### src/rtl/bus_lane_arbiter.sv
// Round-robin arbiter that grants one of NREQ requesters onto a shared,
// registered WIDTH-bit bus lane. A held word waits for bus_ready before it is released.
module bus_lane_arbiter #(
    parameter int NREQ  = 4,
    parameter int WIDTH = 4,
    parameter int SW    = $clog2(NREQ)
) (
    input  logic                  clk,
    input  logic                  rst_n,
    input  logic [NREQ-1:0]       req,
    input  logic [NREQ*WIDTH-1:0] data_in,
    output logic [NREQ-1:0]       gnt,
    output logic [WIDTH-1:0]      bus_data,
    output logic                  bus_valid,
    input  logic                  bus_ready,
    output logic [SW-1:0]         bus_src,
    output logic [7:0]            xfer_cnt
);

    localparam int unsigned LAST = NREQ - 1;

    typedef enum logic {
        EMPTY = 1'b0,
        FULL  = 1'b1
    } state_t;

    state_t           state_q, state_d;
    logic [WIDTH-1:0] data_q, data_d;
    logic [SW-1:0]    src_q, src_d;
    logic [SW-1:0]    ptr_q, ptr_d;
    logic [7:0]       cnt_q, cnt_d;

    logic [SW-1:0]    sel;
    logic             found;
    logic             load;
    logic             accept;
    logic [WIDTH-1:0] lane_word;

    // Two-pass scan: indices at or above ptr first, then the wrapped-around low indices.
    always_comb begin
        sel   = '0;
        found = 1'b0;
        for (int unsigned i = 0; i < NREQ; i++) begin
            if (!found && req[i] && (i >= 32'(ptr_q))) begin
                found = 1'b1;
                sel   = SW'(i);
            end
        end
        for (int unsigned i = 0; i < NREQ; i++) begin
            if (!found && req[i] && (i < 32'(ptr_q))) begin
                found = 1'b1;
                sel   = SW'(i);
            end
        end
    end

    always_comb begin
        lane_word = '0;
        for (int unsigned i = 0; i < NREQ; i++) begin
            if (SW'(i) == sel) begin
                lane_word = data_in[i*WIDTH +: WIDTH];
            end
        end
    end

    assign accept = (state_q == FULL) && bus_ready;
    // rst_n gates load so that gnt stays low for the whole time reset is asserted.
    assign load   = rst_n && found && ((state_q == EMPTY) || bus_ready);

    always_comb begin
        gnt = '0;
        for (int unsigned i = 0; i < NREQ; i++) begin
            gnt[i] = load && (SW'(i) == sel);
        end
    end

    always_comb begin
        state_d = state_q;
        data_d  = data_q;
        src_d   = src_q;
        ptr_d   = ptr_q;
        cnt_d   = cnt_q;
        if (accept) begin
            cnt_d = cnt_q + 8'd1;
        end
        if (load) begin
            state_d = FULL;
            data_d  = lane_word;
            src_d   = sel;
            ptr_d   = (32'(sel) == LAST) ? '0 : sel + 1'b1;
        end else if (accept) begin
            state_d = EMPTY;
        end
    end

    always_ff @(posedge clk or negedge rst_n) begin
        if (!rst_n) begin
            state_q <= EMPTY;
            data_q  <= '0;
            src_q   <= '0;
            ptr_q   <= '0;
            cnt_q   <= '0;
        end else begin
            state_q <= state_d;
            data_q  <= data_d;
            src_q   <= src_d;
            ptr_q   <= ptr_d;
            cnt_q   <= cnt_d;
        end
    end

    assign bus_valid = (state_q == FULL);
    assign bus_data  = data_q;
    assign bus_src   = src_q;
    assign xfer_cnt  = cnt_q;

endmodule

### config.mk
export PLATFORM = sky130hd
export DESIGN_NAME = bus_lane_arbiter
export DESIGN_NICKNAME = d
export VERILOG_FILES = /design/src/rtl/bus_lane_arbiter.sv
export SDC_FILE = /design/constraint.sdc
export NUM_CORES = 1
export LEC_CHECK = 0
export ABC_AREA = 1
export CORE_MARGIN = 2
export CORE_UTILIZATION = 25
export DETAILED_ROUTE_END_ITERATION = 10
export SKIP_LAST_GASP = 1
export SLEW_MARGIN = 15
export SYNTH_ARGS = -nofsm -noshare
export SYNTH_HDL_FRONTEND = slang
export SYNTH_SLANG_ARGS = --single-unit
### constraint.sdc
create_clock -name clk -period 3.51 [get_ports clk]
set_clock_uncertainty 0.05 [all_clocks]
set_input_delay 0.702 -clock clk [delete_from_list [all_inputs] [get_ports clk]]
set_output_delay 0.702 -clock clk [all_outputs]
set_load 0.005 [all_outputs]
==> metrics.txt <==
# DRC 0; # port buffers 41; M1 wire length 1.16 mm; Synth Area in Compound Gates 7.57%; data required time at the worst endpoint 2.76 ns; final worst slack 0.119 ns; Post-Syn Nets 162; n_diodes 0; P&R area growth vs syn 53.0%; largest net degree at the start of global routing 18; Worst Tran Pin Value 0.298 ns; Core ar. 3970 um^2; num rows 23; power consumption 0.997 mW; Clock Tree Buf Depth 2; Synth warnings 0; GPL Wtd Cong 0.775; Avg WL per Cell 10.1 um; Skew-Pair Late Insertion Delay 0.25 ns; main combinational cell family by area after synthesis simple AND/OR/NAND/NOR gates; layout cell share with drive strength beyond 1 8.74%; Top Layer Used met3; Synth cell types 21; Die H 68.0 um; period utilisation layout 96.6%; Fmax 295 MHz; minimum clock period 3.39 ns; final instance area 1570 um^2; Final Hold Viols 0; Clk pin slew, worst setup/hold paths 0.06 ns; Setup TNS 0 ns; Synth Register Bits 17; cells after synthesis 134; Slew headroom 80.0%; Setup crit start kind primary input; WS Path Type in -> out; remaining global-route overflow 0; Post-Synth Adder-Cell Area 6.11%; max cap viols 0; Final Slew Violations 0; Post-Place Setup Slack 0.0990 ns; Min-Delay Path Class reg -> reg; root buf cell clkbuf_8; placed inst area 1520 um^2; worst-path cell chain clkdlybuf4s50_1, inv_1, o21a_1, nand3_1, nand2_1, inv_1, ha_2, inv_1, nor2_1, clkdlybuf4s50_1; initial core utilization 25.8%; Final nets 212; final setup violation count 0; slowest stage delay, CP 0.51 ns; Post-Route Utilization 39.5%; post-synthesis simple-gate area fraction 30.0%; Syn Area/Cell 7.65 um^2; dpl hpwl 1.89 mm; CTS H-tree depth 1; worst hold slack 0.433 ns; Top cell by count, worst path inv_1; clock sink total 17; CP endpoint kind output port; Chip Width 68.0 um; met3 routed WL 92 um; xor/xnor share of the synthesized area 5.13%; IO Pins 42; run status complete, no violations; crit path DAT 2.64 ns; Pre-antenna DRT Iters 3; largest fanout on the critical path 5; die footprint 4630 um^2; static leakage 0.754 nW; Final Non-Filler Cells 233; first-pass GRT wire length 3.97 mm; vias per cell 4.10; Detailed Route Iter0 Violations 11; mux cell area share after synthesis 1.10%; number of global-route vias before repair 906; multi-input combinational cell area 514 um^2; Post-Syn Area 1020 um^2; WL final 2.36 mm; met2 wire length 1.11 mm; Worst VDD drop 0.245 mV; number of CTS-inserted buffers 3; slowest CP cell clkdlybuf4s50_1; initial antenna violation count 0; PD cells 636 nW/um^2; Post-Place Cells 229; post-route ant nets 0; Register Area 425 um^2; via count 956; GRT Total Usage 11.1%; fillers 436; CTS tree done; RSZ-0062 raised after global routing yes; Seq/Total Area, Yosys 41.5%
-- path summary, 6_finish.rpt --
path,from,endpoint,slack [ns],cells past startpoint
max in group asynchronous,rst_n,bus_data[3],2.39,2
max reg2reg,ptr_q[1],bus_data[1],1.41,15
min reg2reg,bus_data[3],bus_data[3],0.43,2
max,req[0],gnt[1],0.12,10
min,bus_data[3],bus_data[3],0.43,2
min in group asynchronous,rst_n,xfer_cnt[2],0.83,2
-- registers in the layout (all words and copies together) (netlist names) --
signal,cells
ptr_q,2
bus_src,2
xfer_cnt,8
bus_data,4
bus_valid,1
-- layer usage --
layer / up-vias / track usage, %
met4: 0 / 0.750
met3: 0 / 2.96
met2: 16 / 18.1
li1: 515 / -
met5: - / 0
met1: 425 / 15.3
-- layout make-up --
cell class	count	area share [%]
flip-flops and latches	17	27.1
clock buffers	3	2.63
multi-input cells	98	32.8
clock inverters	1	0.319
repair buffers	47	29.1
well taps	50	3.99
inverters	17	4.07
-- logic make-up after synthesis --
group                    count (synthesis)
flip-flops                              17
AO/OA/AOI/OAI                           15
XOR/XNOR                                 6
multiplexers                             1
buffers and inverters                   19
adder cells (fa/ha/maj)                  5
AND/OR/NAND/NOR                         71
-- worst max-delay path: cells and delay by family --
family	cells	cell delay, ns
AND/OR/NAND/NOR	3	0.27
adder cells (fa/ha/maj)	1	0.23
AO/OA/AOI/OAI	1	0.20
buffers and inverters	5	1.23
-- layout by cell type (no fill, tap or decap), types with 2 or more instances in the layout --
| cell | netlist | layout |
|---|---|---|
| clkdlybuf4s50_1 | 0 | 41 |
| ha_1 | 5 | 4 |
| buf_4 | 0 | 6 |
| nand2_1 | 46 | 46 |
| a21oi_1 | 4 | 4 |
| clkbuf_8 | 0 | 3 |
| o21ai_0 | 8 | 8 |
| o21ai_1 | 2 | 2 |
| dfrtp_1 | 17 | 17 |
| xor2_1 | 5 | 5 |
| nor2_1 | 10 | 10 |
| nand3_1 | 9 | 9 |
| inv_1 | 17 | 17 |
-- what timing repair did --
item                                    4_1_cts  5_1_grt
gates resized for setup                       0        1
hold buffers                                  0        0
buffers inserted                              0        0
endpoints found under the setup margin        0        3
-- cells in the mapped netlist --
master	count	share of area, %
nor2_1	10	3.7
xor2_1	5	4.3
inv_1	17	6.2
o21ai_0	8	3.9
nor2_2	1	0.61
o21ai_1	2	0.98
mux2_2	1	1.1
o21a_1	1	0.73
buf_1	1	0.37
a21oi_1	4	2.0
buf_12	1	2.0
nand2_1	46	17
xnor2_1	1	0.85
ha_1	5	6.1
nand3b_1	1	0.73
nand3_4	1	1.7
nand2_2	1	0.61
nand3_1	9	4.4
dfrtp_1	17	42
nand3_2	1	0.98
nor3_1	1	0.49
-- where the power goes --
part / total, mW / leakage [nW] / internal [mW] / switching [mW]
clock network: 0.143 / 0.0255 / 0.0786 / 0.0644
registers: 0.336 / 0.214 / 0.272 / 0.0642
logic: 0.517 / 0.515 / 0.285 / 0.232
total: 0.997 / 0.754 / 0.636 / 0.361
No activity file was read; power rests on OpenSTA's default activity.
